===== config.mk =====
export PLATFORM = sky130hd
export DESIGN_NAME = div_unit_flat
export DESIGN_NICKNAME = d
export VERILOG_FILES = /design/src/rtl/div_pkg.sv /design/src/rtl/div_if.sv /design/src/rtl/div_step.sv /design/src/rtl/div_unit.sv /design/src/flat_wrapper.sv
export SDC_FILE = /design/constraint.sdc
export NUM_CORES = 1
export LEC_CHECK = 0
export BUFFER_PORTS_ARGS = -buffer_cell sky130_fd_sc_hd__buf_2
export CAP_MARGIN = 20
export CORE_UTILIZATION = 40
export CTS_BUF_LIST = sky130_fd_sc_hd__clkbuf_4 sky130_fd_sc_hd__clkbuf_8
export CTS_CLUSTER_DIAMETER = 100
export DETAILED_ROUTE_END_ITERATION = 10
export SLEW_MARGIN = 20
export SYNTH_ARGS = -nofsm -noshare
export SYNTH_HDL_FRONTEND = slang
export SYNTH_HIERARCHICAL = 1
export SYNTH_SLANG_ARGS = --single-unit
export TNS_END_PERCENT = 1

===== constraint.sdc =====
create_clock -name clock -period 3.9 [get_ports clock]
set_input_delay 0.195 -clock clock [delete_from_list [all_inputs] [get_ports clock]]
set_output_delay 0.195 -clock clock [all_outputs]
set_load 0.01 [all_outputs]

===== src/rtl/div_pkg.sv =====
// div_pkg: shared FSM states and sizing for the multicycle divider
package div_pkg;
  typedef enum logic [1:0] {IDLE, RUN, FIX} state_t;
  localparam int DIV_W = 32;
  localparam int DIV_ITERS = DIV_W;
  localparam int CNT_W = $clog2(DIV_ITERS);
endpackage


===== src/rtl/div_if.sv =====
// div_if: controller-to-divider handshake and result bus
interface div_if import div_pkg::*; #(parameter int WIDTH = DIV_W) ();
  logic DivCtrl;
  logic [WIDTH-1:0] A, B, Hi, Lo;
  logic DivDone, DivZero, Busy;
  modport master(output DivCtrl, A, B, input Hi, Lo, DivDone, DivZero, Busy);
  modport slave(input DivCtrl, A, B, output Hi, Lo, DivDone, DivZero, Busy);
endinterface


===== src/rtl/div_step.sv =====
// div_step: one combinational restoring-division iteration on magnitudes
module div_step import div_pkg::*; #(parameter int WIDTH = DIV_W) (
  input  logic [WIDTH:0]   r,
  input  logic [WIDTH-1:0] q,
  input  logic [WIDTH-1:0] d,
  output logic [WIDTH:0]   r_n,
  output logic [WIDTH-1:0] q_n
);
  logic [WIDTH+1:0] rs, trial;
  assign rs = {r, q[WIDTH-1]};
  assign trial = rs - {2'b00, d};
  assign r_n = trial[WIDTH+1] ? rs[WIDTH:0] : trial[WIDTH:0];
  assign q_n = {q[WIDTH-2:0], ~trial[WIDTH+1]};
endmodule


===== src/rtl/div_unit.sv =====
// div_unit: multicycle signed divider with MIPS div quotient/remainder semantics
module div_unit import div_pkg::*; #(parameter int WIDTH = DIV_W) (
  input logic  clock,
  input logic  reset,
  div_if.slave bus
);
  localparam int CW = $clog2(WIDTH);
  state_t state, state_n;
  logic [CW-1:0] cnt;
  logic [WIDTH:0] r, r_n;
  logic [WIDTH-1:0] q, q_n, d;
  logic sa, sb, zp, go;
  assign go = bus.DivCtrl && bus.B != '0;
  assign bus.Busy = state != IDLE;
  div_step #(.WIDTH(WIDTH)) step (.r(r), .q(q), .d(d), .r_n(r_n), .q_n(q_n));
  always_comb begin
    state_n = state;
    state_n = state == IDLE ? (go ? RUN : IDLE) :
              state == RUN  ? (cnt == CW'(WIDTH - 1) ? FIX : RUN) : IDLE;
  end
  // zp delays the divide-by-zero flags by one cycle, matching the registered start path
  always_ff @(posedge clock) begin
    if (reset) begin
      state <= IDLE;
      cnt <= '0;
      r <= '0;
      q <= '0;
      d <= '0;
      sa <= 1'b0;
      sb <= 1'b0;
      zp <= 1'b0;
      bus.Hi <= '0;
      bus.Lo <= '0;
      bus.DivDone <= 1'b0;
      bus.DivZero <= 1'b0;
    end else begin
      state <= state_n;
      zp <= state == IDLE && bus.DivCtrl && bus.B == '0;
      bus.DivDone <= zp || state == FIX;
      if (zp) bus.DivZero <= 1'b1;
      if (state == IDLE && go) begin
        sa <= bus.A[WIDTH-1];
        sb <= bus.B[WIDTH-1];
        q <= bus.A[WIDTH-1] ? -bus.A : bus.A;
        d <= bus.B[WIDTH-1] ? -bus.B : bus.B;
        r <= '0;
        cnt <= '0;
        bus.DivZero <= 1'b0;
      end
      if (state == RUN) begin
        r <= r_n;
        q <= q_n;
        cnt <= cnt + 1'b1;
      end
      if (state == FIX) begin
        bus.Lo <= sa ^ sb ? -q : q;
        bus.Hi <= sa ? -r[WIDTH-1:0] : r[WIDTH-1:0];
      end
    end
  end
endmodule


===== src/flat_wrapper.sv =====
// flat-port wrapper written by rule: the top's interface ports become plain ports
module div_unit_flat import div_pkg::*;
#(parameter int WIDTH = DIV_W)
  (clock, reset, bus_DivCtrl, bus_A, bus_B, bus_Hi, bus_Lo, bus_DivDone, bus_DivZero, bus_Busy);
  div_if #(.WIDTH(WIDTH)) bus_i ();
  input logic clock;
  input logic reset;
  input wire logic [$bits(bus_i.DivCtrl)-1:0] bus_DivCtrl;
  input wire logic [$bits(bus_i.A)-1:0] bus_A;
  input wire logic [$bits(bus_i.B)-1:0] bus_B;
  output wire logic [$bits(bus_i.Hi)-1:0] bus_Hi;
  output wire logic [$bits(bus_i.Lo)-1:0] bus_Lo;
  output wire logic [$bits(bus_i.DivDone)-1:0] bus_DivDone;
  output wire logic [$bits(bus_i.DivZero)-1:0] bus_DivZero;
  output wire logic [$bits(bus_i.Busy)-1:0] bus_Busy;
  assign bus_i.DivCtrl = bus_DivCtrl;
  assign bus_i.A = bus_A;
  assign bus_i.B = bus_B;
  assign bus_Hi = bus_i.Hi;
  assign bus_Lo = bus_i.Lo;
  assign bus_DivDone = bus_i.DivDone;
  assign bus_DivZero = bus_i.DivZero;
  assign bus_Busy = bus_i.Busy;
  div_unit #(.WIDTH(WIDTH)) u_core (.clock(clock), .reset(reset), .bus(bus_i));
endmodule

# Word level (Yosys, flattened, before mapping)
# Cells that the tools add are included.
[op_classes]
n_addsub = 6
eq_ne = 3
mux = 15
n_bitwise = 2
reduce_logical = 11
[ops]
columns = ["cell", "n"]
rows = [
  ["$mux 32", 6],
  ["$neg 32->32", 4],
  ["$mux 33", 3],
  ["$sub 34x32->34", 1],
  ["$logic_not 32->1", 1],
  ["$reduce_bool 32->1", 1],
  ["$mux 5", 2],
  ["$mux 2", 3],
  ["$add 5x1->5 const B", 1],
  ["$eq 5x5->1 const B", 1],
  ["$logic_and 1x1->1", 4],
  ["$reduce_bool 2->1", 2],
  ["$eq 2x1->1 const B", 1],
  ["$eq 2x2->1 const B", 1],
  ["$logic_not 2->1", 1],
  ["$reduce_or 2->1", 1],
  ["$logic_or 1x1->1", 1],
  ["$mux 1", 1],
  ["$not 1->1", 1],
  ["$xor 1x1->1", 1],
]
[word_totals]
reg_bits = 173
in_bits = 67
out_inout_bits = 67
word_cells = 49

# Longest topological paths before layout
# Gate-level depths: netlist (run 1).
[depth]
word_depth = 5
depth_mapped = 14
mapped_depth_nobuf = 13

# By module
# The synthesis (run 1) kept the hierarchy.
[by_module_without_submodules]
columns = ["module", "n_inst", "cells_per_inst", "area_per_inst_um2", "seq_area_each_um2"]
rows = [
  ["div_unit", 1, 1021, 8633.3, 3463.3],
  ["div_step", 1, 346, 2597.5, 0.0],
]

# Least setup slack after synthesis (run 1)
# Ideal clock, no wire load.
[synth_timing]
kind = "register to register"
start = "register u_core.q[31]"
end = "register u_core.r[32]"
setup_time_ns = 0.117
arrival_time_ns = 2.842
t_required_ns = 3.783
path_slack_ns = 0.942
path_stages_with_launch = 14
n_path_buf = 0
synth_period_minus_slack_ns = 2.958
path_cell_list = "dfxtp_1 -> inv_1 -> ha_1 -> fa_1 -> nand2b_1 -> a21oi_1 -> o21ai_0 -> a21oi_1 -> nand2_1 -> nor4b_1 -> nor3b_1 -> mux2_2 -> xor2_1 -> a22o_1"
[synth_between]
elab_chain_cells = 3
[synth_lines]
columns = ["element", "line", "rtl"]
rows = [
  ["from (decl)", "div_unit.sv:11", "logic [WIDTH-1:0] q, q_n, d;"],
  ["from (signal assigned)", "div_unit.sv:44", "q <= bus.A[WIDTH-1] ? -bus.A : bus.A;"],
  ["from (signal assigned)", "div_unit.sv:52", "q <= q_n;"],
  ["$sub 34x32->34", "div_step.sv:11", "assign trial = rs - {2'b00, d};"],
  ["$mux 33", "div_step.sv:12", "assign r_n = trial[WIDTH+1] ? rs[WIDTH:0] : trial[WIDTH:0];"],
  ["via u_core.r_n[32]", "div_unit.sv:10", "logic [WIDTH:0] r, r_n;"],
  ["$mux 33", "div_unit.sv:50", "if (state == RUN) begin"],
  ["to (signal assigned)", "div_unit.sv:51", "r <= r_n;"],
  ["to (decl)", "div_unit.sv:10", ""],
]
# The timed path passes the listed nets, and every way through them passes these cells.
# A chain may end at the register's enable or synchronous reset.

# Worst setup path in the final report (run 1)
# Same ends and word-level chain as after synthesis.

==> impl_results.md, run 1 <==
- Critical Path Source Type: flop
- Share of post-route cells with drive strength above 1: 17.2%
- P&R area growth vs syn: 10.1%
- Compound-Gate Fraction of Synth Area: 23.1%
- Number of global-route vias before repair: between 8k and 9k
- Worst Setup End Kind: flop
- Starting Density: around two fifths
- Postcts setup bufs: 0
- Clock share of power: roughly a third
- Horiz. Die Dim: 170 um
- Crit-path cells: inv_1, ha_1, fa_1, nand2b_1, a21oi_1, o21ai_0, a21oi_1, nand2_1, nor4b_1, nor3_1, mux2_2, xor2_1, a22o_1
- PnR worst setup slack: around 0.44 ns
- Setup TNS: 0 ns
- Clk Latency, worst-skew pair: roughly 0.48 ns
- CTS buffer count: 17
- Achievable Freq: about 0.29 GHz
- Die height: 170 um
- # resized after CTS: 0
- Kind of critical path: reg2reg
- Worst EP required: roughly 4.3 ns
- Core area: 27300 um^2
- Routed length on met1: roughly 17 mm
- WP data arrival: 3.83 ns
- Mapped Area: approximately 11000 um^2
- Final Cell Area: about 12000 um^2
- RSZ-0062 raised after global routing: false
- CTS tree: built
- Prevailing post-synth register cell: dfxtp_1
- Die Area: around 29000 um^2
- Total Routing Usage GR: between 20 and 25%
- Mean Syn Cell Area: 8.22 um^2
- # Max-Cap Violations: 0
- CTS Root Cell: clkbuf_8
- Via-to-Cell Ratio: 5.48
- Gr ovfl total: 0
- Antenna diode count: 0
- Mux share of post-synthesis cell area: under 10%
- H-tree Lvls: 4
- Slew headroom: approximately a third
- Yosys cell types: slightly below 80
- Fin crit share: roughly nine tenths
- Pint: between 2 and 3 mW
- Top post-synthesis cells by area: dfxtp_1 31%, xor2_1 6.2%, xnor2_1 5.0%, nor2_1 4.4%, ha_1 4.2%
- DP HPWL: between 20 and 25 mm
- Syn_nets: 1473
- Post-synth EDFFs: 0
- Crit Path Max Fanout: 4
- Num Clock Sinks: roughly 170
- Crit path max-delay cell type: nor4b_1
- Iter 0 DRT Violations: 831
- Area share of fa/ha/maj cells after synthesis: approximately 4.4%
- Fillers: about 2.8k
- Synth Warn #: 6
- Dpl ws: between 0.5 and 0.6 ns
- Clock transition at path regs: approximately 0.11 ns
- Count of port buffers added during placement: ~130
- Clk buf depth: 2
- WL final: roughly 31 mm
- Setup crit start: u_core/q[31]
- Worst r2r src: u_core/q[31]
- Synth async-reset ratio: 0%
- Via count: about 9.9k
- Drc violations: 0
- Post-Synth XOR/XNOR Area: between 10% and 20%
- Layout Nets: about 1.5k
- Worst slew pin tran: just under 1 ns
- CP dominant cell by count: a21oi_1
- Final hold vios: 0
- Worst hold path class: in2reg
- Number of cell rows: 60
- Final setup violation count: 0
- Register bit count reported by yosys: 173
- Routability Congestion: between 0.8 and 0.9
- Status: finished clean
- Metal2 WL: around 13 mm
- 1st-pass router iterations: 6
- Seq pwr share: between 40% and 50%
- Met3 wire length: about 1.4 mm
- # IOs: 134
- Worst Path Buf+Inv: 1
- Cell area power density: ~330 nW/um^2
- Area leader, netlist: dfxtp_1
- Final slew viol count: 0
- Comb pwr share: between 20% and 30%
- Synth top area share: around 31%
- Pin count of the biggest net entering global routing: 68
- Top Metal Used: met4
- Largest family of logic cells by synthesized area: compound AO/OA/AOI/OAI gates
- Area after DPL: about 12000 um^2
- WL/cell: ~17 um
- Cts hold-fix bufs: 0
- Global-route wire length before repair: a little under 50 mm
- Minimum clock period: ~3.5 ns
- Final Util: between 40% and 50%
- Max incr delay on CP: about 0.42 ns
- Cells after synthesis: 1367
- Worst Hold Launch: bus_A[30]
- Worst Skew: 0.0164 ns
- Antenna violations before repair: 0
- Simple-gate share of the synthesized area: between 10% and 20%
- Leak: ~5.0 nW
- Total net switching power: 1.35 mW
- CP top delay family: compound AO/OA/AOI/OAI gates
- Post-route antenna net violation count: 0
- Worst vdd ir: ~200 uV
- Register area share after synthesis: between 30% and 40%
- Net Sw Frac: between 30% and 40%
per-layer routing:
layer / GRT usage, % / vias to the layer above
met4: 5.25 / 0
met2: 30.9 / 262
met1: 34.4 / 4597
li1: - / 5050
met3: 2.59 / 24
met5: 0 / -
per-stage QoR:
stage | cells | total power, mW | hold WS (ns)
floorplan | 1367 | 2.55 | 0.331
global placement | 1780 | 2.76 | 0.431
detailed placement | 1780 | 2.77 | 0.439
CTS | 1812 | 4.11 | 0.00560
global route | 1812 | 4.28 | 0.0371
finish | 1812 | 4.09 | 0.0318
path summary, 6_finish.rpt:
path | end | slack (ns) | cells after the start
max | u_core/r[32] | 0.44 | 13
min | u_core/q[30] | 0.03 | 3
max reg2reg | u_core/r[32] | 0.44 | 13
min reg2reg | u_core/bus.Hi[18] | 0.45 | 2
cell families after synthesis:
kind of cell	Yosys count
mux	36
fa+ha+maj	39
compound gates	374
xor+xnor	144
buf+inv	170
simple gates	431
flops	173
flip-flops by register name, indices dropped and copies added, names as in the netlist:
name / cells
u_core/r: 33
u_core/bus.Hi: 32
u_core/bus.Lo: 32
u_core/d: 32
u_core/q: 32
u_core/cnt: 5
u_core/state: 2
u_core/bus.DivDone: 1
u_core/bus.DivZero: 1
u_core/sa: 1
u_core/sb: 1
u_core/zp: 1
power groups by stage:
stage	combinational (mW)	clock, mW	sequential [mW]
finish	0.830	1.35	1.91
CTS	0.823	1.38	1.91
detailed placement	0.819	0	1.95
global placement	0.817	0	1.94
global route	0.919	1.45	1.92
floorplan	0.629	0	1.92
final cells by class:
type | count | area (um^2) | share of cell area [%]
Multi-Input combinational cell | 1024 | 7000 | 56.6
Sequential cell | 173 | 3460 | 28.0
Timing Repair Buffer | 151 | 803 | 6.49
Tap cell | 372 | 465 | 3.76
Clock buffer | 17 | 234 | 1.89
Inverter | 60 | 225 | 1.82
Clock inverter | 15 | 175 | 1.42
synth_stat cells (15+ instances only):
master	n
dfxtp_1	173
nor2_1	131
nand2_1	103
o21ai_0	87
xor2_1	79
xnor2_1	64
clkbuf_1	59
inv_1	59
a211oi_1	57
a21oi_1	52
ha_1	38
a22o_1	36
nand3_1	33
o31ai_1	33
buf_4	32
nor3_1	32
mux2_4	26
or3_1	23
a31oi_1	22
nand4_1	17
o41ai_1	15
worst reg2reg max path, delay by kind of cell (launching register included):
kind	cells	cell delay, ns
AOI/OAI and AO/OA	4	0.97
and+or+nand+nor	4	0.85
adders and majority gates	2	0.65
DFF	1	0.39
muxes	1	0.28
xor gates and xnor gates	1	0.15
buffers and inverters	1	0.08
layout by cell type (no fill, tap or decap), drive strengths merged, types with 8 or more instances in the layout:
master,netlist,routed
nor2,131,131
xnor2,64,64
or2,9,9
inv,59,67
nand2,103,103
o21ai,90,90
and3,9,9
or3,23,23
nor2b,8,8
clkbuf,59,17
ha,38,38
a311oi,9,9
nand4,17,17
nor3,33,33
buf,51,151
nor4,14,14
a22o,36,36
a21o,14,14
o41ai,17,17
a31oi,23,23
o31ai,33,33
nand2b,13,13
mux2,30,30
a21oi,55,55
a211oi,58,58
or4,16,16
nand3,33,33
dfxtp,173,173
xor2,80,80
Power figures use the tool's default switching activity.
==> inputs of run 2 (changes only) <==
Settings changed: PLACE_DENSITY_LB_ADDON set to 0.15, SLEW_MARGIN 20 to not set.
==> run 2 against run 1 <==
Compared with the run above: power grew 1.8%; flip-flop and latch count unchanged; critical path type unchanged; die area stayed put; largest cell class unchanged; largest power group unchanged.
==> impl_results.md, run 2 (same netlist as run 1, synthesis figures left out) <==
- Post-route antenna net violation count: 0 (unchanged)
- Critical Path Source Type: flop (unchanged)
- P&R area growth vs syn: 10.6% (was 10.1%)
- H-tree Lvls: 4 (unchanged)
- Antenna diode count: 0 (unchanged)
- Share of post-route cells with drive strength above 1: 17.2% (unchanged)
- Placed insts: 1781 (was 1780)
- Cts hold-fix bufs: 0 (unchanged)
- Iter 0 DRT Violations: 727 (was 831)
- Fillers: 2818 (was 2782)
- Fin crit share: 86.6% (was 88.7%)
- # Max-Cap Violations: 0 (unchanged)
- Slew headroom: 33.6% (was 35.2%)
- Layout Cells excl Fill: 1812 (unchanged)
- Final Cell Area: 12400 um^2 (about the same)
- Num Clock Sinks: 173 (unchanged)
- 1st-pass router iterations: 5 (was 6)
- Worst slew pin tran: 0.986 ns (was 0.970 ns)
- CP dominant cell by count: a21oi_1 (unchanged)
- Hold slack: 0.0471 ns (was 0.0318 ns)
- Number of cell rows: 60 (unchanged)
- Highest-count cells in the layout ignoring fill and taps: 173 x dfxtp_1, 132 x buf_2, 129 x nor2_1 (unchanged)
- Final hold vios: 0 (unchanged)
- Horiz. Die Dim: 170 um (unchanged)
- Final slew viol count: 0 (unchanged)
- Max FFs per register: 33 (unchanged)
- WP data arrival: 3.74 ns (was 3.83 ns)
- Starting Density: 41.2% (unchanged)
- Crit-path cells: inv_1, ha_1, fa_1, nand2b_1, a21oi_1, o21ai_0, a21oi_1, a21boi_1, o31ai_1, a21oi_1, xnor2_1, mux2_4, a22o_1 (was inv_1, ha_1, fa_1, nand2b_1, a21oi_1, o21ai_0, a21oi_1, nand2_1, nor4b_1, nor3_1, mux2_2, xor2_1, a22o_1)
- Core area: 27300 um^2 (unchanged)
- PnR worst setup slack: 0.524 ns (was 0.441 ns)
- Via-to-Cell Ratio: 5.48 (about the same)
- Worst Skew: 0.0193 ns (was 0.0164 ns)
- CTS buffer count: 17 (unchanged)
- Leading cell type in the layout, fill and taps excluded: dfxtp_1 (unchanged)
- Dpl ws: 0.584 ns (was 0.528 ns)
- # IOs: 134 (unchanged)
- # resized after CTS: 0 (unchanged)
- Design Power: 4.16 mW (was 4.09 mW)
- Kind of critical path: reg2reg (unchanged)
- Die Area: 28800 um^2 (unchanged)
- Total Routing Usage GR: 21.9% (about the same)
- Die height: 170 um (unchanged)
- CTS tree: built (unchanged)
- RSZ-0062 raised after global routing: false (unchanged)
- Crit Path Max Fanout: 4 (unchanged)
- CTS Root Cell: clkbuf_8 (unchanged)
- Setup TNS: 0 ns (unchanged)
- Final setup violation count: 0 (unchanged)
- Worst hold path class: in2reg (unchanged)
- Final Util: 45.6% (was 45.4%)
- Status: finished clean (unchanged)
- Clk Latency, worst-skew pair: 0.47 ns (was 0.48 ns)
- Cell area power density: 335 nW/um^2 (was 330 nW/um^2)
- Worst Setup End Kind: flop (unchanged)
- Drc violations: 0 (unchanged)
- Largest Register: u_core/r (unchanged)
- WL final: 31.1 mm (was 31.0 mm)
- Postcts setup bufs: 0 (unchanged)
- Minimum clock period: 3.38 ns (was 3.46 ns)
- Via count: 9927 (was 9933)
- Achievable Freq: 0.296 GHz (was 0.289 GHz)
- Max incr delay on CP: 0.41 ns (was 0.42 ns)
- Pin count of the biggest net entering global routing: 71 (was 68)
- Crit path max-delay cell type: fa_1 (was nor4b_1)
- Clk buf depth: 2 (unchanged)
- Routability Congestion: 0.930 (was 0.883)
- DP HPWL: 24.0 mm (was 23.4 mm)
- Gr ovfl total: 0 (unchanged)
- Count of port buffers added during placement: 133 (unchanged)
- Worst vdd ir: 202 uV (was 201 uV)
- Clock transition at path regs: 0.11 ns (about the same)
- Global-route wire length before repair: 49.8 mm (was 49.7 mm)
- WL/cell: 17.2 um (was 17.1 um)
- Antenna violations before repair: 0 (unchanged)
- Worst EP required: 4.26 ns (was 4.27 ns)
- Leak: 5.03 nW (was 5.00 nW)
- Area after DPL: 12000 um^2 (about the same)
- Number of global-route vias before repair: 8857 (was 8993)
- Layout Nets: 1534 (was 1533)
==> run 2: cell types whose count changed in the layout (fill, tap and decap cells not counted), sizes merged <==
| cell | previous run | this run |
|---|---|---|
| clkinvlp | 3 | 1 |
| bufinv | 2 | 4 |
| clkinv | 3 | 5 |
| buf | 151 | 152 |
| inv | 67 | 64 |
==> run 2: power by group <==
group	internal [mW]	switching, mW	total, mW
Clock	0.711	0.707	1.42
Combinational	0.315	0.517	0.832
Sequential	1.83	0.0806	1.91
Total	2.86	1.30	4.16
==> run 2: routing by layer <==
metal	vias up	GRT usage (%)	part of all wire, %
li1	5033	-	-
met1	4624	35.6	55
met2	254	29.9	40
met3	16	2.61	4.9
met4	0	4.66	0.83
met5	-	0	0
==> run 2: final timing paths <==
path                           from                 to  slack [ns]  cells after the start
setup / recovery       u_core/q[31]       u_core/r[30]        0.52                     13
setup reg to reg       u_core/q[31]       u_core/r[30]        0.52                     13
hold reg to reg   u_core/bus.Hi[15]  u_core/bus.Hi[15]        0.45                      2
hold / removal            bus_A[30]       u_core/q[30]        0.05                      3
==> run 2: area by class of cell <==
class	instances	area [um^2]	share of cell area, %
sequential	173	3460	27.9
tap	372	465	3.75
timing repair buffer	152	823	6.63
clock buffer	17	234	1.88
multi-input combinational	1024	7000	56.4
clock inverter	14	208	1.67
inverter	60	225	1.81
==> run 2: worst max-delay path, delay by kind of cell, from the launching register on <==
kind / cells / cell delay, ns
flops: 1 / 0.37
compound gates: 7 / 1.65
simple gates: 1 / 0.18
xor+xnor: 1 / 0.13
buf+inv: 1 / 0.07
fa+ha+maj: 2 / 0.64
mux: 1 / 0.25
